[config.mk]
export PLATFORM = sky130hd
export DESIGN_NAME = mem_port_arbiter
export DESIGN_NICKNAME = d
export VERILOG_FILES = /design/src/rtl/mem_port_arbiter.sv
export SDC_FILE = /design/constraint.sdc
export NUM_CORES = 1
export LEC_CHECK = 0
export BUFFER_PORTS_ARGS = -buffer_cell sky130_fd_sc_hd__buf_2
export CORE_AREA = 2 2 106 108
export CTS_BUF_LIST = sky130_fd_sc_hd__clkbuf_8 sky130_fd_sc_hd__clkbuf_16
export DETAILED_ROUTE_END_ITERATION = 8
export DIE_AREA = 0 0 108 110
export PLACE_DENSITY = 0.64
export SLEW_MARGIN = 10
export SYNTH_ARGS = -nofsm -noshare
export SYNTH_HDL_FRONTEND = slang
export SYNTH_SLANG_ARGS = --single-unit
[constraint.sdc]
create_clock -name clk -period 4.55 [get_ports clk]
set_clock_uncertainty 0.1 [all_clocks]
set_input_delay 1.365 -clock clk [delete_from_list [all_inputs] [get_ports clk]]
set_output_delay 1.365 -clock clk [all_outputs]
set_load 0.02 [all_outputs]
[src/rtl/mem_port_arbiter.sv]
// Arbiter sharing one synchronous single-ported memory between the IF and MEM requesters.
// Optional fairness (IF granted after FAIR_LIMIT consecutive D grants) is built when MEM_ARB_FAIR_EN is defined.
module mem_port_arbiter #(
  parameter int RD_LAT     = 1,
  parameter int FAIR_LIMIT = 4
) (
  input  logic        clk,
  input  logic        resetn,
  input  logic        i_if_req,
  input  logic [31:0] i_if_addr,
  output logic        o_if_gnt,
  output logic        o_if_rvalid,
  output logic [31:0] o_if_rdata,
  input  logic        i_d_req,
  input  logic        i_d_we,
  input  logic [31:0] i_d_addr,
  input  logic [31:0] i_d_wdata,
  input  logic [3:0]  i_d_sel,
  output logic        o_d_gnt,
  output logic        o_d_rvalid,
  output logic [31:0] o_d_rdata,
  output logic        o_mem_en,
  output logic        o_mem_we,
  output logic [31:0] o_mem_addr,
  output logic [31:0] o_mem_wdata,
  output logic [3:0]  o_mem_sel,
  input  logic [31:0] i_mem_rdata
);

  localparam logic [1:0] S_IDLE  = 2'd0;
  localparam logic [1:0] S_RD_IF = 2'd1;
  localparam logic [1:0] S_RD_D  = 2'd2;
  localparam logic [2:0] LAT     = 3'(RD_LAT);

  logic [1:0]  r_state;
  logic [2:0]  r_cnt;
  logic        r_if_rvalid;
  logic        r_d_rvalid;
  logic [31:0] r_if_rdata;
  logic [31:0] r_d_rdata;
  logic        w_idle;
  logic        w_fair_force;
  logic        w_if_gnt;
  logic        w_d_gnt;

  // Grants only in IDLE and never while reset is asserted.
  assign w_idle = resetn && (r_state == S_IDLE);

`ifdef MEM_ARB_FAIR_EN
  logic [2:0] r_fair_cnt;

  assign w_fair_force = (r_fair_cnt == 3'(FAIR_LIMIT)) && i_if_req && i_d_req;

  always_ff @(posedge clk) begin
    if (!resetn)
      r_fair_cnt <= 3'd0;
    else if (!i_if_req || w_if_gnt)
      r_fair_cnt <= 3'd0;
    else if (w_d_gnt)
      r_fair_cnt <= r_fair_cnt + 3'd1;
  end
`else
  assign w_fair_force = 1'b0;
`endif

  assign w_d_gnt  = w_idle && i_d_req && !w_fair_force;
  assign w_if_gnt = w_idle && i_if_req && (!i_d_req || w_fair_force);

  // NOTE: every output gets a default first so no path through this block infers a latch.
  always_comb begin
    o_mem_en    = 1'b0;
    o_mem_we    = 1'b0;
    o_mem_addr  = 32'h0;
    o_mem_wdata = 32'h0;
    o_mem_sel   = 4'h0;
    if (w_d_gnt) begin
      o_mem_en    = 1'b1;
      o_mem_we    = i_d_we;
      o_mem_addr  = i_d_addr;
      o_mem_wdata = i_d_we ? i_d_wdata : 32'h0;
      o_mem_sel   = i_d_we ? i_d_sel : 4'hF;
    end else if (w_if_gnt) begin
      o_mem_en   = 1'b1;
      o_mem_addr = i_if_addr;
      o_mem_sel  = 4'hF;
    end
  end

  // NOTE: state is updated with non-blocking assignments so every register samples pre-edge values.
  always_ff @(posedge clk) begin
    if (!resetn) begin
      r_state     <= S_IDLE;
      r_cnt       <= 3'd0;
      r_if_rvalid <= 1'b0;
      r_d_rvalid  <= 1'b0;
      r_if_rdata  <= 32'h0;
      r_d_rdata   <= 32'h0;
    end else begin
      r_if_rvalid <= 1'b0;
      r_d_rvalid  <= 1'b0;
      case (r_state)
        S_IDLE: begin
          if (w_d_gnt && !i_d_we) begin
            r_state <= S_RD_D;
            r_cnt   <= 3'd1;
          end else if (w_if_gnt) begin
            r_state <= S_RD_IF;
            r_cnt   <= 3'd1;
          end
        end
        S_RD_IF, S_RD_D: begin
          if (r_cnt >= LAT) begin
            // Last latency cycle: capture now, pulse rvalid in the following IDLE cycle.
            if (r_state == S_RD_IF) begin
              r_if_rdata  <= i_mem_rdata;
              r_if_rvalid <= 1'b1;
            end else begin
              r_d_rdata  <= i_mem_rdata;
              r_d_rvalid <= 1'b1;
            end
            r_state <= S_IDLE;
            r_cnt   <= 3'd0;
          end else begin
            r_cnt <= r_cnt + 3'd1;
          end
        end
        default: begin
          r_state <= S_IDLE;
          r_cnt   <= 3'd0;
        end
      endcase
    end
  end

  assign o_if_gnt    = w_if_gnt;
  assign o_d_gnt     = w_d_gnt;
  assign o_if_rvalid = r_if_rvalid;
  assign o_d_rvalid  = r_d_rvalid;
  assign o_if_rdata  = r_if_rdata;
  assign o_d_rdata   = r_d_rdata;

endmodule

==> run_results.csv <==
group,metric,value,unit
global_routing,grt_overflow,0,
timing,hold_viol,0,
route,ant_nets,0,
clocking,cts_setup_buffers,0,
setup_path,arrival,2.57,ns
final_layout,nNetsFinal,819,
synthesis,ys_warn_count,0,
synthesis,synth_flop_cell,"dfxtp_1",
synthesis,synth-seq-cells,71,
clocking,clkTransAtPathRegs,0.08,ns
placed_design,dp_hpwl,11200,um
min_path,holdPathStages,2,
setup_path,critPathMaxFanout,33,
route,vias_per_cell,5.01,
synthesis,synth.area.top_cells,"dfxtp_1, a21oi_1, a22o_1",
floorplan,ios,275,
setup_path,worst_path_most_repeated_cell,"buf_2",
global_routing,antenna_found_initial,6,
clocking,cts.path.max_buffers,2,
power_and_ir_drop,powerDensity,521,mW/mm^2
synthesis,yosysTopAreaCell,"dfxtp_1",
synthesis,avgSynthCellArea,7.86,um^2
timing,tightest_slew,1.11,ns
power_and_ir_drop,finalPower,0.00260,W
timing,tns,0,ns
floorplan,fp.dieH,110,um
route,drc,0,
synthesis,netlist_instances,420,
setup_path,end_kind,"output port",
synthesis,synth.top_cell.area_share,43.1,%
synthesis,synth_cell_types,32,
synthesis,yosysMostFrequentCell,"dfxtp_1",
setup_path,worstReg2RegStart,"r_cnt[1]$_SDFFE_PN0P_",
power_and_ir_drop,peakVddDrop,0.261,mV
synthesis,async_reset_ff_share,0,%
floorplan,dieArea,0.0119,mm^2
synthesis,synth_edf_count,0,
clocking,cts_hold_buf,0,
floorplan,core.rowCount,38,
clocking,root_buffer,"clkbuf_8",
setup_path,slowest_delay,0.31,ns
route,drt-wirelength-per-cell,17.6,um
clocking,cts_buffers,9,
timing,maxSlewViolCount,0,
global_routing,grt_pass1_vias,3673,
route,drtIter0Drc,269,
final_layout,area_growth,51.2,%
setup_path,worst_r2r_path_depth,6,
placed_design,place_congestion,0.759,
synthesis,ys_top_cells_by_count,"dfxtp_1, nand2_1, a21oi_1, o21ai_0",
floorplan,floorplan.initialDensity,30.8,%
clocking,cts_sinks,71,
route,dr_total_vias,4128,
clocking,ctsResizeCount,0,
final_layout,multi_input_area,0.00172,mm^2
global_routing,grt_util_all_layers,22.6,%
synthesis,synth-seq-area-share,43.1,%
setup_path,critical_path.slowest_cell,"buf_4",
min_path,hold_class,"reg -> reg",
timing,grt_setup_unrepaired,"no",
setup_path,rrSetupSlack,2.05,ns
run_status,status,"finished clean",
route,drt_wl_total,14500,um
timing,slew_headroom,26.1,%
setup_path,timing.rr.end,"o_if_rdata[20]$_SDFFE_PN0P_",
final_layout,drive_above_1_share,44.4,%
floorplan,coreArea,0.0107,mm^2
timing,fin_crit,4.04,ns
synthesis,synth_nets,562,
synthesis,synth_area,0.00330,mm^2
min_path,min_to,"o_if_rdata[28]$_SDFFE_PN0P_",
final_layout,fill_cells,1105,
setup_path,crit_type,"in -> out",
timing,max_clock_freq,248,MHz
setup_path,startpoint_type,"input port",
timing,setup_viol,0,
final_layout,seq_area,0.00142,mm^2
global_routing,grt_pass1_wl,20300,um
job,cap_violations,0,
global_routing,grt_max_degree,42,
setup_path,path_cells,"buf_2, nand4b_1, inv_1, buf_4, a22o_1, buf_2",
clocking,ctsHtreeMaxLevel,3,
clocking,cts_tree,"done",
min_path,min_from,"o_if_rdata[28]$_SDFFE_PN0P_",
timing,period_share,88.8,%
route,first_pass_iters,5,
power_and_ir_drop,p_leak,2.52,nW
clocking,clk_latency,0.34,ns
setup_path,cp_data_required_time,3.08,ns
floorplan,dieWidth,108,um
placed_design,portBuffers,274,
==> worst max-delay path: cells and delay by family <==
family | cells | cell delay, ns
buf+inv | 4 | 0.79
compound gates | 1 | 0.21
simple gates | 1 | 0.20
==> cell families after synthesis <==
| kind of cell | synth area share (%) |
|---|---|
| buffers and inverters | 5.16 |
| and+or+nand+nor | 22.5 |
| AOI/OAI and AO/OA | 27.3 |
| adders and majority gates | 1.90 |
| DFF | 43.1 |
==> placed cells by master, fill, tap and decap left out, types with 2 or more instances in the layout <==
| master | Yosys | routed |
|---|---|---|
| buf_2 | 1 | 274 |
| nand2b_1 | 2 | 2 |
| o2111ai_1 | 3 | 3 |
| dfxtp_1 | 71 | 71 |
| clkinv_2 | 0 | 3 |
| clkbuf_8 | 0 | 9 |
| nor2b_1 | 5 | 4 |
| ha_1 | 5 | 5 |
| nand2_1 | 67 | 67 |
| nor4_1 | 3 | 2 |
| o21ai_0 | 36 | 36 |
| nand4b_1 | 2 | 2 |
| nor2_1 | 3 | 3 |
| inv_1 | 6 | 7 |
| nor3_1 | 3 | 3 |
| nand3_1 | 33 | 33 |
| a21oi_1 | 64 | 64 |
| a22o_1 | 32 | 32 |
| buf_4 | 0 | 10 |
| and2_1 | 33 | 33 |
| diode_2 | 0 | 2 |
==> state kept, by name, indices dropped and copies added, names as in the netlist <==
register     cells
r_cnt            3
o_if_rvalid      1
o_if_rdata      32
r_state          2
o_d_rdata       32
o_d_rvalid       1
==> worst max path at each step <==
stage / from / end / slack, ns / depth (start not counted)
4_1_cts: resetn / o_mem_addr[28] / 0.52 / 6
3_5_place_dp: resetn / o_mem_addr[28] / 0.53 / 6
2_1_floorplan: resetn / o_mem_addr[22] / 0.37 / 5
6_report: resetn / o_mem_addr[28] / 0.51 / 6
3_3_place_gp: resetn / o_mem_addr[28] / 0.59 / 6
5_1_grt: resetn / o_mem_addr[28] / 0.40 / 6
==> metrics by stage <==
stage	hold slack [ns]	util (%)	area, um^2	setup slack, ns	std cells
floorplan	0.394	-	3300	0.367	420
global placement	0.339	44.8	4790	0.585	806
detailed placement	0.345	44.8	4790	0.526	806
CTS	0.357	46.6	4980	0.523	822
global route	0.378	46.6	4980	0.399	823
finish	0.353	46.6	4990	0.511	824
==> per-layer routing <==
layer / track usage [%] / part of all wire, % / up-vias
li1: - / - / 1996
met1: 26.6 / 39 / 1920
met2: 38.1 / 49 / 183
met3: 9.11 / 10 / 21
met4: 6.68 / 1.9 / 8
met5: 0 / 0.39 / -
==> power by group <==
group          internal [W]  leakage (nW)  switching (W)  total, W
combinational      0.000404          1.84       0.000886   0.00129
sequential         0.000748         0.575      0.0000647  0.000813
clock              0.000249         0.100       0.000243  0.000492
==> final cells by class <==
class | instances | share of cell area (%)
repair buffers | 284 | 29.0
diodes | 2 | 0.100
flip-flops and latches | 71 | 28.5
multi-input cells | 304 | 34.6
well taps | 140 | 3.51
clock buffers | 9 | 2.48
inverters | 7 | 0.527
clock inverters | 7 | 1.30
(Power assumes the default switching activity.)
